File: src/rtl/spike_aer_pkg.sv
// -----------------------------------------------------------------------------
// spike_aer_pkg
// Shared types and elaboration-time helpers for the spike AER encoder.
//   state_t       : encoder FSM states
//   words_f       : number of packed input words per frame, ceil(N/PW)
//   last_mask_f   : valid-bit mask for the final word of a frame (up to 64 bits)
//   idx_width_f   : word index width, ceil_log2(WORDS) with a minimum of 1
// -----------------------------------------------------------------------------
package spike_aer_pkg;

  typedef enum logic [1:0] {
    S_IDLE,
    S_RECV,
    S_SCAN,
    S_DONE
  } state_t;

  // Widest packed word the mask helper can describe.
  localparam int MAX_PACK_WIDTH = 64;

  function automatic int words_f(input int n, input int pw);
    return (n + pw - 1) / pw;
  endfunction

  function automatic int idx_width_f(input int words);
    return (words > 1) ? $clog2(words) : 1;
  endfunction

  // Low (N - (WORDS-1)*PW) bits set; the caller slices it to PACK_WIDTH bits.
  function automatic logic [MAX_PACK_WIDTH-1:0] last_mask_f(input int n, input int pw);
    logic [MAX_PACK_WIDTH-1:0] m;
    int bits;
    m    = '0;
    bits = n - (words_f(n, pw) - 1) * pw;
    for (int k = 0; k < MAX_PACK_WIDTH; k++) begin
      if (k < bits) m[k] = 1'b1;
    end
    return m;
  endfunction

endpackage

File: src/rtl/lsb_prio_enc.sv
// -----------------------------------------------------------------------------
// lsb_prio_enc
// Combinational lowest-set-bit priority encoder.
//   vec     : input vector (W bits)
//   idx     : index of the lowest set bit (0 when vec is zero)
//   any     : vec has at least one bit set
//   one_hot : vec has exactly one bit set
// -----------------------------------------------------------------------------
module lsb_prio_enc #(
  parameter int W = 8,
  localparam int IW = (W > 1) ? $clog2(W) : 1
) (
  input  logic [W-1:0]  vec,
  output logic [IW-1:0] idx,
  output logic          any,
  output logic          one_hot
);

  // Scan from the top down so the lowest set bit is the last one written.
  always_comb begin
    idx = '0;
    for (int k = W - 1; k >= 0; k--) begin
      if (vec[k]) idx = IW'(k);
    end
  end

  assign any = |vec;

  // Clearing the lowest set bit leaves zero only for a single-bit vector.
  assign one_hot = any && ((vec & (vec - W'(1))) == '0);

endmodule

File: src/rtl/spike_aer_encoder.sv
// -----------------------------------------------------------------------------
// spike_aer_encoder
// Converts a frame of packed spike words (neuron order, starting at neuron 0)
// into address events, one per cycle, for the synapse/router fabric.
//   clk, rst        : clock, synchronous active-high reset
//   i_start         : begin a frame (only honoured while idle)
//   o_done          : one-cycle pulse after the frame's last event
//   i_spike_valid / i_spike_data / o_spike_ready : packed spike word input
//   o_aer_valid / o_aer_addr / o_aer_last / i_aer_ready : event output
//   o_frame_count   : events handshaken this frame (only with SPIKE_AER_COUNT_EN)
// Optional feature macro: SPIKE_AER_COUNT_EN (event counter and its port).
// All outputs are registered.
// -----------------------------------------------------------------------------
module spike_aer_encoder
  import spike_aer_pkg::*;
#(
  parameter int N          = 4096,
  parameter int ADDRW      = 12,
  parameter int PACK_WIDTH = 8
) (
  input  logic                  clk,
  input  logic                  rst,
  input  logic                  i_start,
  output logic                  o_done,
  input  logic                  i_spike_valid,
  input  logic [PACK_WIDTH-1:0] i_spike_data,
  output logic                  o_spike_ready,
  output logic                  o_aer_valid,
  output logic [ADDRW-1:0]      o_aer_addr,
  output logic                  o_aer_last,
  input  logic                  i_aer_ready
`ifdef SPIKE_AER_COUNT_EN
  ,
  output logic [ADDRW:0]        o_frame_count
`endif
);

  localparam int WORDS = words_f(N, PACK_WIDTH);
  localparam int WIW   = idx_width_f(WORDS);
  localparam int SHIFT = $clog2(PACK_WIDTH);
  localparam int IW    = SHIFT;
  localparam logic [WIW-1:0] LAST_IDX = WIW'(WORDS - 1);
  localparam logic [MAX_PACK_WIDTH-1:0] LAST_MASK_FULL = last_mask_f(N, PACK_WIDTH);
  localparam logic [PACK_WIDTH-1:0] LAST_MASK = LAST_MASK_FULL[PACK_WIDTH-1:0];

  state_t                  state_reg, state_next;
  logic [WIW-1:0]          word_idx_reg, word_idx_next;
  logic [PACK_WIDTH-1:0]   buf_reg, buf_next;
  logic [ADDRW-1:0]        base_reg, base_next;
  logic                    spike_ready_reg, spike_ready_next;
  logic                    aer_valid_reg, aer_valid_next;
  logic [ADDRW-1:0]        aer_addr_reg, aer_addr_next;
  logic                    aer_last_reg, aer_last_next;
  logic                    done_reg, done_next;

  logic                    is_last_word;
  logic [PACK_WIDTH-1:0]   in_word;
  logic [IW-1:0]           enc_idx;
  logic                    enc_any;
  logic                    enc_one_hot;

  // The encoder looks at the buffer as it will be after this edge, so the
  // registered event outputs already describe the next pending bit. This
  // gives one event per cycle with registered outputs and no bubble.
  lsb_prio_enc #(.W(PACK_WIDTH)) u_enc (
    .vec     (buf_next),
    .idx     (enc_idx),
    .any     (enc_any),
    .one_hot (enc_one_hot)
  );

  assign is_last_word = (word_idx_reg == LAST_IDX);
  assign in_word      = is_last_word ? (i_spike_data & LAST_MASK) : i_spike_data;

  always_comb begin
    state_next       = state_reg;
    word_idx_next    = word_idx_reg;
    buf_next         = buf_reg;
    base_next        = base_reg;
    spike_ready_next = spike_ready_reg;
    done_next        = 1'b0;

    case (state_reg)
      S_IDLE: begin
        if (i_start) begin
          word_idx_next    = '0;
          state_next       = S_RECV;
          spike_ready_next = 1'b1;
        end
      end
      S_RECV: begin
        if (i_spike_valid && spike_ready_reg) begin
          buf_next         = in_word;
          base_next        = ADDRW'(word_idx_reg) << SHIFT;
          spike_ready_next = 1'b0;
          state_next       = S_SCAN;
        end
      end
      S_SCAN: begin
        // Handshake retires the lowest set bit: x & (x-1).
        if (aer_valid_reg && i_aer_ready) begin
          buf_next = buf_reg & (buf_reg - PACK_WIDTH'(1));
        end
        if (buf_next == '0) begin
          if (is_last_word) begin
            state_next = S_DONE;
            done_next  = 1'b1;
          end else begin
            word_idx_next    = word_idx_reg + WIW'(1);
            state_next       = S_RECV;
            spike_ready_next = 1'b1;
          end
        end
      end
      S_DONE: begin
        state_next = S_IDLE;
      end
      default: begin
        state_next = S_IDLE;
      end
    endcase

    aer_valid_next = (state_next == S_SCAN) && enc_any;
    aer_addr_next  = aer_valid_next ? (base_next + ADDRW'(enc_idx)) : '0;
    aer_last_next  = aer_valid_next && is_last_word && enc_one_hot;
  end

  always_ff @(posedge clk) begin
    if (rst) begin
      state_reg       <= S_IDLE;
      word_idx_reg    <= '0;
      buf_reg         <= '0;
      base_reg        <= '0;
      spike_ready_reg <= 1'b0;
      aer_valid_reg   <= 1'b0;
      aer_addr_reg    <= '0;
      aer_last_reg    <= 1'b0;
      done_reg        <= 1'b0;
    end else begin
      state_reg       <= state_next;
      word_idx_reg    <= word_idx_next;
      buf_reg         <= buf_next;
      base_reg        <= base_next;
      spike_ready_reg <= spike_ready_next;
      aer_valid_reg   <= aer_valid_next;
      aer_addr_reg    <= aer_addr_next;
      aer_last_reg    <= aer_last_next;
      done_reg        <= done_next;
    end
  end

  assign o_done        = done_reg;
  assign o_spike_ready = spike_ready_reg;
  assign o_aer_valid   = aer_valid_reg;
  assign o_aer_addr    = aer_addr_reg;
  assign o_aer_last    = aer_last_reg;

`ifdef SPIKE_AER_COUNT_EN
  localparam logic [ADDRW:0] COUNT_MAX = (ADDRW + 1)'(N);

  logic [ADDRW:0] count_reg;

  // Holds after the frame ends; only a new accepted start clears it.
  always_ff @(posedge clk) begin
    if (rst) begin
      count_reg <= '0;
    end else if (state_reg == S_IDLE && i_start) begin
      count_reg <= '0;
    end else if (aer_valid_reg && i_aer_ready && count_reg != COUNT_MAX) begin
      count_reg <= count_reg + (ADDRW + 1)'(1);
    end
  end

  assign o_frame_count = count_reg;
`endif

endmodule

File: config.mk
export PLATFORM = sky130hd
export DESIGN_NAME = spike_aer_encoder
export DESIGN_NICKNAME = d
export VERILOG_FILES = /design/src/rtl/spike_aer_pkg.sv /design/src/rtl/lsb_prio_enc.sv /design/src/rtl/spike_aer_encoder.sv
export SDC_FILE = /design/constraint.sdc
export NUM_CORES = 1
export LEC_CHECK = 0
export ABC_AREA = 1
export CAP_MARGIN = 40
export CORE_MARGIN = 5
export CORE_UTILIZATION = 40
export DETAILED_ROUTE_END_ITERATION = 8
export SYNTH_ARGS = -nofsm -noshare
export SYNTH_HDL_FRONTEND = slang
export SYNTH_SLANG_ARGS = --single-unit
File: constraint.sdc
create_clock -name clk -period 8.84 [get_ports clk]
set_input_delay 1.768 -clock clk [delete_from_list [all_inputs] [get_ports clk]]
set_output_delay 1.768 -clock clk [all_outputs]
set_load 0.01 [all_outputs]
* Word level (Yosys, flattened, before mapping) *
Index checks and enable logic that the tools add are counted.
W data, S select, Z words.

storage, ports and cells
  input port bits = 13
  word-level logic and storage cells = 72
  output and inout port bits = 16
  bits in registers = 47

cells by class
  reductions and logical operators = 16
  add/sub/neg operators = 4
  bitwise operators = 5
  muxes and demuxes = 29
  equal/unequal tests = 9

operator list
  kind                   number
  $mux W9                3
  $mux W12               2
  $mux W3                8
  $mux W8                3
  $pmux W9 S2            1
  $and A8 B8 Y8          2
  $logic_not A8 Y1       2
  $pmux W8 S2            1
  $sub A8 B1 Y8 const B  2
  $add A12 B3 Y12        1
  $add A9 B1 Y9 const B  1
  $eq A9 B9 Y1 const B   1
  $mux W2                4
  $ne A2 B2 Y1 const B   4
  $pmux W2 S4            1
  $reduce_or A8 Y1       1
  $eq A2 B2 Y1 const B   3
  $logic_and A1 B1 Y1    6
  $mux W1                5
  $reduce_and A5 Y1      1
  $reduce_and A4 Y1      1
  $not A1 Y1             3
  $pmux W1 S3            1
  $reduce_bool A3 Y1     1
  other kinds (5)        5

* Depth between registers and ports, before layout *
Gate-level depths: netlist of run 1.

  depth after elaboration = 14
  gate-level depth with buffers = 24
  depth with buffers taken out = 24

* Hierarchy *
Synthesis of run 1 repeated with hierarchy kept, for this count alone.

second synthesis, totals
  cell total of the unflattened synthesis = 371
  area total of the unflattened synthesis = 2632.5 um^2

by module, submodules not included
  module             instances  cells an instance  area an instance (um^2)  sequential area each (um^2)
  spike_aer_encoder  1          334                2454.9                   940.9
  lsb_prio_enc       1          37                 177.7                    0.0

* Least setup slack after synthesis of run 1 *
OpenSTA, ideal clock, no wires.

  kind = input-to-reg
  start = input port i_aer_ready
  end = register aer_addr_reg[10], in the netlist o_aer_addr[10]
  path slack = 4791 ps
  buffers on the path = 0
  library setup time = 116 ps
  data required time = 8724 ps
  arrival time = 3933 ps
  stages on the path = 24
  path through = nand2_1 -> inv_1 -> nand3_2 -> inv_1 -> nand2_1 -> nand3_1 -> nand2_1 -> nand2_1 -> nand2_1 -> nand2_1 -> nand2_1 -> nand2_1 -> nand2_1 -> nand2_1 -> a21oi_1 -> ha_1 -> fa_1 -> a21oi_1 -> nor2_1 -> nand2_1 -> nor2_1 -> nand4_1 -> xnor2_1 -> nor2_1

on the way
  word-level cells in the longest chain between the ends = 13
  elaborated cells on any way between the ends = 21
  classes of those cells = add/sub (1); eq/ne (1); mux (13); bitwise (1); reduce/logical (5)

RTL lines
  element                 line                      source
  start: declaration      spike_aer_encoder.sv:31   input logic i_aer_ready
  $logic_and A1 B1 Y1 *   spike_aer_encoder.sv:101  if (aer_valid_reg && i_aer_ready) begin
  $mux W8 *               spike_aer_encoder.sv:101
  $mux W8 *               spike_aer_encoder.sv:83   case (state_reg)
  $pmux W8 S2             spike_aer_encoder.sv:83
  $mux W3 (8 in a row)    lsb_prio_enc.sv:23        if (vec[k]) idx = IW'(k);
  $add A12 B3 Y12         spike_aer_encoder.sv:124  aer_addr_next = aer_valid_next ? (base_next + ADDRW'(enc_idx)) : '0;
  end signal: assignment  spike_aer_encoder.sv:146  aer_addr_reg <= aer_addr_next;
  end: declaration        spike_aer_encoder.sv:52   logic [ADDRW-1:0] aer_addr_reg, aer_addr_next;

Every way passes the cells marked *; elsewhere a longest branch is shown, timed or not. The select of a mux whose other input is x is not followed.
A chain may end at the register's enable or synchronous reset.

* Worst setup path in the final report of run 1 *
Ends and elaborated chain as after synthesis.

==> out/results.tsv, run 1 <==
stage	metric	value	unit
status	status	finished, final reports clean	
power_and_ir_drop	P per Cell Area	154	mW/mm²
clock_tree	Worst-Skew Late Latency	0.30	ns
power_and_ir_drop	sw power	0.134	mW
clock_tree	root buffer cell	clkbuf_8	
route	DRC errors left	0	
route	Post-Route WL	5930	µm
floorplan	# IOs	29	
setup_path	CP endpoint kind	flip-flop	
floorplan	row cnt	29	
clock_tree	Reg clk slew, reported paths	0.09	ns
placement	RePlAce Congestion	0.911	
setup_path	FF-to-FF End	o_aer_addr[10]	
clock_tree	Clock Tree Buf Depth	2	
power_and_ir_drop	total power	0.463	mW
clock_tree	cts hold-fix bufs	0	
floorplan	Core ar.	0.00631	mm²
floorplan	die footprint	0.00815	mm²
sta	crit path time final	4.66	ns
setup_path	worst-path cell chain	clkdlybuf4s50_1 > nand2_1 > inv_1 > nand3_2 > o21ai_2 > o21ai_0 > o21ai_1 > nand2_1 > nand2_1 > nand2_1 > a21oi_1 > ha_1 > fa_1 > a21oi_1 > nor2_1 > nand2_1 > nor2_1 > nand4_1 > xnor2_1 > nor2_1	
clock_tree	CTS tree	done	
synth	#FFs+latches synth	47	
placement	placed cell area	0.00289	mm²
clock_tree	CTS H-tree depth	2	
floorplan	Die W	90.3	µm
floorplan	die height	90.3	µm
clock_tree	CTS Sinks	47	
power_and_ir_drop	Int Power	0.329	mW
sta	fin. max-slew vios	0	
global_route	aggregate global routing overflow	0	
route	vias per inst	4.84	
setup_path	Worst path max stage delay	0.45	ns
setup_path	most frequent CP cell	nand2_1	
power_and_ir_drop	Clock power frac	35.0	%
sta	Max Fclk	215	MHz
global_route	initial antenna violation count	0	
setup_path	WP depth	20	
cells_and_area	n_diodes	0	
cells_and_area	nets	433	
placement	HPWL after DPL	4440	µm
setup_path	largest fanout on the critical path	5	
cells_and_area	Final Cell Area	0.00301	mm²
power_and_ir_drop	leakage power	1.30	nW
synth	Mapped Cells	383	
sta	Setup-failing EPs final	0	
power_and_ir_drop	Reg power frac	47.6	%
setup_path	Critical Path End	o_aer_addr[10]	
setup_path	WP data arrival	4.85	ns
placement	IO Port Bufs	28	
setup_path	Crit path required time	9.03	ns
global_route	vias in the first global route	2255	
global_route	largest net degree at the start of global routing	30	
clock_tree	Resize count post-CTS	0	
setup_path	Worst Setup Start Kind	input pin	
floorplan	Starting Density	40.8	%
setup_path	cell family with the largest share of critical-path delay	simple AND/OR/NAND/NOR gates	
global_route	Total Routing Usage GR	14.7	%
min_path	HP Class	flip-flop to flip-flop	
sta	Slew @ Worst Pin	0.571	ns
power_and_ir_drop	peak supply drop	82.0	µV
cells_and_area	Layout area overhead	16.6	%
synth	Yosys warning count	0	
sta	RSZ-0062 raised after global routing	no	
synth	Synth Cell Area	0.00258	mm²
setup_path	WS Path Type	input pin to flip-flop	
setup_path	Buf+Inv Stages, Crit Path	2	
power_and_ir_drop	Sw Ratio	28.9	%
setup_path	FF-to-FF setup slack	5.25	ns
clock_tree	TritonCTS Buffers	5	
clock_tree	post-CTS setup repair buffer count	0	
sta	skew final	0.00769	ns
synth	Seq/Total Area, Yosys	36.5	%
route	initial drt markers	115	
sta	post-route setup slack	4.18	ns
synth	Avg Inst Size Synth	6.73	µm²
synth	post-synth cell types	34	
route	1st-pass router iterations	4	
route	final antenna-violating net count	0	
setup_path	worst reg2reg path startpoint	state_reg[1]	
setup_path	Worst R2R Path Depth	21	
cells_and_area	fraction of layout cells with a size suffix above 1	6.57	%
route	vias	2362	
flow_run	max_cap viols	0	
route	WL per Instance	12.1	µm
sta	accumulated negative setup slack	0	ns
sta	final hold viol count	0	
synth	Syn Nets	406	
setup_path	Worst path slowest cell	clkdlybuf4s50_1	
power_and_ir_drop	Logic pwr share	17.3	%
global_route	global-route wire length before repair	10100	µm
sta	relative slew slack	61.5	%
sta	Final Cycle Share	52.7	%
placement	Place WS	3.85	ns
setup_path	worst setup path startpoint	i_aer_ready	
-- power groups by stage --
stage                     Clock [mW]  Combinational [mW]  Sequential, mW
final                          0.162              0.0801           0.220
after global routing           0.175              0.0923           0.221
after CTS                      0.167              0.0807           0.221
after detailed placement           0              0.0804           0.225
after global placement             0              0.0804           0.225
after floorplan                    0              0.0605           0.225
-- how the worst min path moves through the flow --
stage	startpoint	endpoint	cells past startpoint
after floorplan	base_reg[0]	base_reg[0]	2
after global placement	base_reg[0]	base_reg[0]	2
after detailed placement	base_reg[1]	base_reg[1]	2
after CTS	base_reg[1]	base_reg[1]	2
after global routing	base_reg[0]	base_reg[0]	2
final	base_reg[1]	base_reg[1]	2
-- cells by family after synthesis --
kind of cell,count (synthesis),synth area share [%]
flip-flops,47,36.5
XOR/XNOR,11,3.74
multiplexers,1,0.388
buffers and inverters,59,9.95
AO/OA/AOI/OAI,48,10.4
adder cells (fa/ha/maj),10,5.15
AND/OR/NAND/NOR,207,33.9
-- per-layer routing --
metal  wire [µm]  up-vias  global-route usage, %  part of all wire (%)
li1            -     1253                      -                     -
met1        2720     1063                   18.2                    46
met2        2870       41                   25.9                    48
met3         286        5                   2.75                   4.8
met4          52        0                   3.85                  0.88
met5           0        -                      0                     0
-- cell usage in the layout (no fill, tap or decap), drive strengths merged, types with 5 or more instances in the layout --
cell type and n:
xor2 7, nor2 69, inv 50, clkdlybuf4s50 28, nor3 6, nand2 100, ha 9, nand3 27
o21ai 24, a21oi 17, dfxtp 47, clkbuf 5
-- layout make-up --
class | count | area [µm²]
Clock inverter | 3 | 43.8
Clock buffer | 5 | 68.8
Sequential cell | 47 | 941
Timing Repair Buffer | 29 | 288
Fill cell | 684 | 3310
Tap cell | 77 | 96.3
Multi-Input combinational cell | 277 | 1380
Inverter | 50 | 188
-- metrics by stage --
step	instances	hold WS [ns]	util, %
after floorplan	383	0.425	-
after global placement	480	0.437	45.8
after detailed placement	480	0.440	45.8
after CTS	488	0.453	47.6
after global routing	488	0.476	47.6
final	488	0.450	47.6
-- worst register-to-register path: stages, from the launching register on --
cell     delay, ns
dfxtp_1       0.42
inv_1         0.10
ha_1          0.57
nand2_2       0.17
nand2_1       0.09
inv_1         0.04
a21oi_1       0.32
nand2_1       0.09
nand2_1       0.07
nand2_1       0.05
nand2_1       0.07
nand2_1       0.06
a21oi_1       0.14
ha_1          0.21
fa_1          0.21
a21oi_1       0.09
nor2_1        0.11
nand2_1       0.08
nor2_1        0.21
nand4_1       0.14
xnor2_1       0.17
nor2_1        0.07
-- synthesized netlist by cell type (all sizes together) --
| library cell | number | share of area [%] |
|---|---|---|
| fa | 1 | 0.78 |
| a21o | 2 | 0.58 |
| o211ai | 1 | 0.29 |
| a31oi | 2 | 0.49 |
| o21ai | 24 | 5.0 |
| or2 | 1 | 0.24 |
| a21oi | 17 | 3.4 |
| ha | 9 | 4.4 |
| xor2 | 7 | 2.4 |
| o21a | 1 | 0.29 |
| nand4 | 2 | 0.49 |
| nor4 | 2 | 0.49 |
| nor3 | 6 | 1.4 |
| nand3 | 27 | 5.6 |
| buf | 5 | 1.7 |
| a41oi | 1 | 0.34 |
| inv | 50 | 7.3 |
| nand2 | 100 | 15 |
| mux2i | 1 | 0.39 |
| nor2 | 69 | 11 |
| clkbuf | 4 | 0.97 |
| dfxtp | 47 | 37 |
| xnor2 | 4 | 1.4 |
Power figures use the tool's default switching activity.
==> run 2, diff against run 1 <==
==> constraint.sdc (replaced) <==
create_clock -name clk -period 3.8 [get_ports clk]
set_input_delay 0.76 -clock clk [delete_from_list [all_inputs] [get_ports clk]]
set_output_delay 0.76 -clock clk [all_outputs]
set_load 0.01 [all_outputs]
==> run 2 against run 1 <==
Against the previous run:
- first-iteration DRC count shrank 28%
- final cell count increased by 2.5%
- via count grew 2.3%
- clock power up 110%
- setup slack lost 3.9 ns
==> out/results.tsv, run 2 (synthesis gave the netlist of run 1 again) <==
stage	metric	value	unit	change
floorplan	row cnt	29		unchanged
sta	final hold viol count	0		unchanged
sta	Setup-failing EPs final	0		unchanged
sta	RSZ-0062 raised after global routing	no		
route	initial drt markers	83		-28%
setup_path	WP data arrival	3.69	ns	-1.16 ns
sta	relative slew slack	60.3	%	-1.2 points
global_route	largest net degree at the start of global routing	30		unchanged
setup_path	Crit path required time	4.01	ns	-5.02 ns
setup_path	Worst path max stage delay	0.45	ns	about the same
sta	crit path time final	3.49	ns	
route	met1 wire length	2780	µm	+2.5%
clock_tree	CTS H-tree depth	2		unchanged
setup_path	WS Path Type	input pin to flip-flop		
power_and_ir_drop	Clock power frac	31.8	%	-3.2 points
sta	fin. max-slew vios	0		unchanged
cells_and_area	n_diodes	0		unchanged
sta	accumulated negative setup slack	0	ns	unchanged
route	final antenna-violating net count	0		unchanged
sta	post-route setup slack	0.313	ns	-3.87 ns
global_route	global-route wire length before repair	10600	µm	+5.4%
floorplan	die footprint	0.00815	mm²	unchanged
floorplan	Die W	90.3	µm	unchanged
clock_tree	Worst-Skew Late Latency	0.31	ns	about the same
setup_path	cell family with the largest share of critical-path delay	simple AND/OR/NAND/NOR gates		
sta	skew final	0.0102	ns	+0.00246 ns
clock_tree	root buffer cell	clkbuf_8		
setup_path	CP endpoint kind	flip-flop		
route	met3 wire length	263	µm	-8.0%
setup_path	Worst path slowest cell	clkdlybuf4s50_1		
floorplan	Starting Density	40.8	%	unchanged
setup_path	largest fanout on the critical path	5		unchanged
sta	Final Cycle Share	91.8	%	
power_and_ir_drop	Int Power	0.720	mW	+120%
floorplan	die height	90.3	µm	unchanged
route	Post-Route WL	6000	µm	+1.2%
clock_tree	CTS Sinks	47		unchanged
placement	RePlAce Congestion	0.835		-8.3%
power_and_ir_drop	sw power	0.335	mW	+150%
min_path	HP Class	flip-flop to flip-flop		
cells_and_area	commonest non-fill, non-tap cells in the layout	nand2_1 (95), nor2_1 (64), inv_1 (48)		
power_and_ir_drop	peak supply drop	171	µV	+110%
setup_path	Worst Setup Start Kind	input pin		
status	status	finished, final reports clean		
cells_and_area	Util after Layout	48.9	%	+1.3 points
global_route	vias in the first global route	2323		+3.0%
floorplan	Core ar.	0.00631	mm²	unchanged
route	metal2 WL	2890	µm	+0.56%
floorplan	# IOs	29		unchanged
global_route	initial antenna violation count	0		unchanged
min_path	Hold Path Origin	base_reg[2]		
power_and_ir_drop	Sw Ratio	31.7	%	+2.8 points
setup_path	Worst R2R Path Depth	21		unchanged
power_and_ir_drop	Reg power frac	48.7	%	+1.1 points
setup_path	FF-to-FF End	o_aer_addr[10]		
power_and_ir_drop	P per Cell Area	342	mW/mm²	+120%
clock_tree	TritonCTS Buffers	5		unchanged
sta	Slew @ Worst Pin	0.589	ns	+0.0185 ns
cells_and_area	nets	445		+2.8%
setup_path	most frequent CP cell	nand2_1		
setup_path	FF-to-FF setup slack	0.47	ns	-4.78 ns
global_route	Total Routing Usage GR	15.5	%	+0.83 points
route	WL per Instance	12.0	µm	-1.2%
cells_and_area	fraction of layout cells with a size suffix above 1	9.69	%	+3.1 points
placement	IO Port Bufs	28		unchanged
route	vias	2417		+2.3%
clock_tree	Clock Tree Buf Depth	2		unchanged
setup_path	worst reg2reg path startpoint	state_reg[1]		
placement	Place WS	-0.0529	ns	-3.90 ns
cells_and_area	Layout area overhead	19.7	%	
clock_tree	CTS tree	done		
min_path	Hold Path Sink	base_reg[2]		
route	1st-pass router iterations	4		unchanged
min_path	hold path cells	2		unchanged
flow_run	max_cap viols	0		unchanged
clock_tree	Reg clk slew, reported paths	0.10	ns	about the same
power_and_ir_drop	leakage power	1.34	nW	+3.4%
power_and_ir_drop	Logic pwr share	19.5	%	+2.2 points
cells_and_area	most common cell after layout, fill and taps aside	nand2_1		
route	DRC errors left	0		unchanged
clock_tree	cts hold-fix bufs	0		unchanged
placement	HPWL after DPL	4560	µm	+2.7%
setup_path	Buf+Inv Stages, Crit Path	3		+1
route	vias per inst	4.83		-0.13%
global_route	aggregate global routing overflow	0		unchanged
sta	Max Fclk	287	MHz	
route	DR top layer	met4		
run 2: cell count changes in the layout (fill, tap and decap cells not counted), sizes merged:
cell and delta:
bufinv -1, clkinv -2, buf +12, clkinvlp +1
inv +2
run 2: tightest hold or removal path, cell delays in order, from the launching register on:
cell     delay, ns
dfxtp_1       0.31
nand2_1       0.07
nor2_1        0.04
run 2: worst max path at each step:
stage,startpoint,endpoint,depth (start not counted)
final,i_aer_ready,o_aer_addr[10],25
after global routing,i_aer_ready,o_aer_addr[10],25
after CTS,i_aer_ready,o_aer_addr[8],25
after detailed placement,i_aer_ready,o_aer_addr[8],25
after global placement,i_aer_ready,o_aer_addr[10],25
after floorplan,i_aer_ready,o_aer_addr[10],24
run 2: power groups by stage:
stage,clock network (mW),registers [mW],logic (mW)
after global placement,0,0.524,0.203
after detailed placement,0,0.524,0.205
final,0.335,0.513,0.206
after global routing,0.367,0.515,0.235
after floorplan,0,0.523,0.141
after CTS,0.346,0.513,0.206
run 2: what timing repair did:
item	4_1_cts	5_1_grt
resized for setup	0	2
buffers inserted	0	0
endpoints found under the setup margin	0	2
run 2: per-stage QoR:
stage	total power [mW]	instance area [µm²]	instances	hold slack [ns]
2_1_floorplan	0.663	2580	383	0.425
3_3_place_gp	0.727	2980	492	0.438
3_5_place_dp	0.729	2980	492	0.439
4_1_cts	1.07	3080	500	0.454
5_1_grt	1.12	3090	500	0.503
6_report	1.05	3090	500	0.451
run 2: metal layers:
metal  vias up  GRT usage (%)
li1       1275              -
met1      1090           19.9
met2        45           26.6
met3         7           3.08
met4         0           3.72
met5         -              0
run 2: cell type report:
cell class | count | area, µm²
fill | 680 | 3230
multi-input combinational | 277 | 1390
sequential | 47 | 941
timing repair buffer | 41 | 378
inverter | 50 | 188
tap | 77 | 96.3
clock buffer | 5 | 68.8
clock inverter | 3 | 27.5
==> run 3, diff against run 2 <==
--- a/config.mk
+++ b/config.mk
@@ -8,8 +8,11 @@
 export ABC_AREA = 1
 export CAP_MARGIN = 40
 export CORE_MARGIN = 5
-export CORE_UTILIZATION = 40
+export CORE_UTILIZATION = 57
+export CTS_CLUSTER_DIAMETER = 50
 export DETAILED_ROUTE_END_ITERATION = 8
+export DONT_BUFFER_PORTS = 1
+export PLACE_DENSITY = 0.75
 export SYNTH_ARGS = -nofsm -noshare
 export SYNTH_HDL_FRONTEND = slang
 export SYNTH_SLANG_ARGS = --single-unit
==> run 3 against run 2 <==
Against the previous run:
- first-iteration DRC count rose by 78%
- combinational power down 16%
- power increased by 0.64%
- die area fell by 27%
- final area fell by 12%
- critical endpoint unchanged
- largest cell class unchanged
==> out/results.tsv, run 3 (synthesis gave the netlist of run 1 again) <==
stage	metric	value	unit	change
status	status	finished, final reports clean		
placement	HPWL after DPL	4240	µm	-7.2%
setup_path	Worst R2R Path Depth	21		unchanged
min_path	Hold Path Sink	base_reg[1]		
floorplan	Starting Density	58.8	%	+18 points
sta	relative slew slack	63.8	%	+3.5 points
global_route	vias in the first global route	2125		-8.5%
route	initial drt markers	148		+78%
cells_and_area	Layout area overhead	5.29	%	
route	final antenna-violating net count	0		unchanged
route	vias per inst	5.34		+10%
sta	Final Hold Slack	0.453	ns	+0.00169 ns
clock_tree	Clock Tree Buf Depth	2		unchanged
sta	Max Fclk	292	MHz	+1.8%
power_and_ir_drop	peak supply drop	249	µV	+46%
global_route	Total Routing Usage GR	19.5	%	+4.0 points
clock_tree	Worst-Skew Late Latency	0.30	ns	about the same
sta	Slew @ Worst Pin	0.537	ns	-0.0523 ns
floorplan	die height	77.2	µm	-14%
clock_tree	CTS tree	done		
floorplan	row cnt	24		-17%
cells_and_area	n_diodes	0		unchanged
sta	Setup-failing EPs final	0		unchanged
setup_path	WP data arrival	3.62	ns	-0.07 ns
cells_and_area	fraction of layout cells with a size suffix above 1	7.79	%	-1.9 points
floorplan	die footprint	0.00597	mm²	-27%
min_path	hold path cells	2		unchanged
setup_path	largest fanout on the critical path	12		+7
route	Post-Route WL	5630	µm	-6.2%
power_and_ir_drop	leakage power	1.20	nW	-10%
route	1st-pass router iterations	5		+1
global_route	initial antenna violation count	0		unchanged
sta	RSZ-0062 raised after global routing	no		
setup_path	FF-to-FF End	o_aer_addr[10]		
route	DRC errors left	0		unchanged
power_and_ir_drop	P per Cell Area	391	mW/mm²	+14%
sta	skew final	0.00693	ns	-0.00323 ns
clock_tree	CTS Sinks	47		unchanged
cells_and_area	commonest non-fill, non-tap cells in the layout	nand2_1 (95), nor2_1 (65), inv_1 (48)		
clock_tree	Reg clk slew, reported paths	0.09	ns	about the same
min_path	HP Class	flip-flop to flip-flop		
placement	RePlAce Congestion	0.926		+11%
clock_tree	post-CTS setup repair buffer count	0		unchanged
flow_run	max_cap viols	0		unchanged
sta	Final Cycle Share	90.2	%	-1.6 points
floorplan	Core ar.	0.00438	mm²	-31%
global_route	global-route wire length before repair	9470	µm	-11%
setup_path	Worst Setup Start Kind	flip-flop		
clock_tree	TritonCTS Buffers	5		unchanged
placement	IO Port Bufs	0		-100%
sta	accumulated negative setup slack	0	ns	unchanged
cells_and_area	Non-Filler Instances	437		-13%
placement	Placed Cells	429		-13%
setup_path	CP endpoint kind	flip-flop		
cells_and_area	nets	407		-8.5%
clock_tree	root buffer cell	clkbuf_8		
floorplan	Die W	77.2	µm	-14%
clock_tree	CTS H-tree depth	2		unchanged
sta	crit path time final	3.43	ns	-0.0605 ns
route	WL per Instance	12.9	µm	+7.4%
global_route	largest net degree at the start of global routing	30		unchanged
setup_path	worst reg2reg path startpoint	state_reg[1]		
setup_path	Crit path required time	3.99	ns	-0.02 ns
sta	final hold viol count	0		unchanged
sta	post-route setup slack	0.374	ns	+0.0605 ns
clock_tree	cts hold-fix bufs	0		unchanged
route	vias	2334		-3.4%
cells_and_area	Util after Layout	61.9	%	+13 points
setup_path	WS Path Type	flip-flop to flip-flop		
placement	Place WS	0.374	ns	+0.427 ns
sta	fin. max-slew vios	0		unchanged
min_path	Hold Path Origin	base_reg[1]		
global_route	aggregate global routing overflow	0		unchanged
cells_and_area	most common cell after layout, fill and taps aside	nand2_1		
floorplan	# IOs	29		unchanged
setup_path	FF-to-FF setup slack	0.37	ns	-0.10 ns
[run 3: cell types whose count changed in the layout (fill, tap and decap cells not counted)]
cell	previous run	this run
buf_4	13	3
bufinv_16	0	1
clkdlybuf4s50_1	28	0
nor2_2	4	3
inv_8	1	0
a21oi_2	2	1
ha_2	0	1
ha_1	9	8
a21oi_1	15	16
nor2_1	64	65
[run 3: final cells by class]
type,count,area [µm²]
Clock buffer,5,68.8
Sequential cell,47,941
Multi-Input combinational cell,277,1380
Clock inverter,3,46.3
Tap cell,52,65.1
Fill cell,407,1670
Inverter,50,188
Timing Repair Buffer,3,22.5
[run 3: repair_timing]
item                                   4_1_cts  5_1_grt
setup endpoints to repair                    0        2
endpoints found under the hold margin        0        0
resized for setup                            0        1
[run 3: how the worst max path moves through the flow]
stage,startpoint,endpoint,slack (ns),cells past startpoint
3_5_place_dp,state_reg[1],o_aer_addr[8],0.37,21
4_1_cts,state_reg[1],o_aer_addr[8],0.35,21
6_report,state_reg[1],o_aer_addr[10],0.37,21
5_1_grt,state_reg[1],o_aer_addr[8],0.04,21
2_1_floorplan,i_aer_ready,o_aer_addr[10],0.76,24
3_3_place_gp,i_spike_valid,o_aer_addr[10],0.40,20
[run 3: worst max-delay path, cell delays in order, from the launching register on]
cell and delay [ns]:
dfxtp_1 0.40, inv_1 0.10, ha_2 0.48, nand2_2 0.13, nand2_1 0.07, inv_1 0.05
a21oi_1 0.32, nand2_1 0.11, nand2_1 0.09, nand2_1 0.06, nand2_1 0.07, nand2_1 0.05
a21oi_1 0.15, ha_1 0.22, fa_1 0.22, a21oi_1 0.09, nor2_1 0.10, nand2_1 0.08
nor2_1 0.18, nand4_1 0.13, xnor2_1 0.16, nor2_1 0.06
[run 3: where the power goes]
group / switching [mW] / internal (mW) / leakage (nW) / total (mW)
Combinational: 0.114 / 0.0591 / 0.768 / 0.173
Clock: 0.176 / 0.198 / 0.0548 / 0.374
Sequential: 0.0121 / 0.502 / 0.380 / 0.514
Total: 0.302 / 0.760 / 1.20 / 1.06
[run 3: per-stage QoR]
step	instance area, µm²	total power, mW
global placement	2600	0.694
global route	2710	1.12
finish	2710	1.06
CTS	2710	1.07
floorplan	2580	0.663
detailed placement	2600	0.696
[run 3: metal layers]
metal / share of wire [%] / vias to the layer above / track usage (%) / wire length [µm]
met5: 0 / - / 0 / 0
met4: 2.6 / 0 / 7.73 / 147
met3: 6.7 / 15 / 5.74 / 378
met2: 47 / 64 / 31.9 / 2630
met1: 44 / 1057 / 23.7 / 2470
li1: - / 1198 / - / -
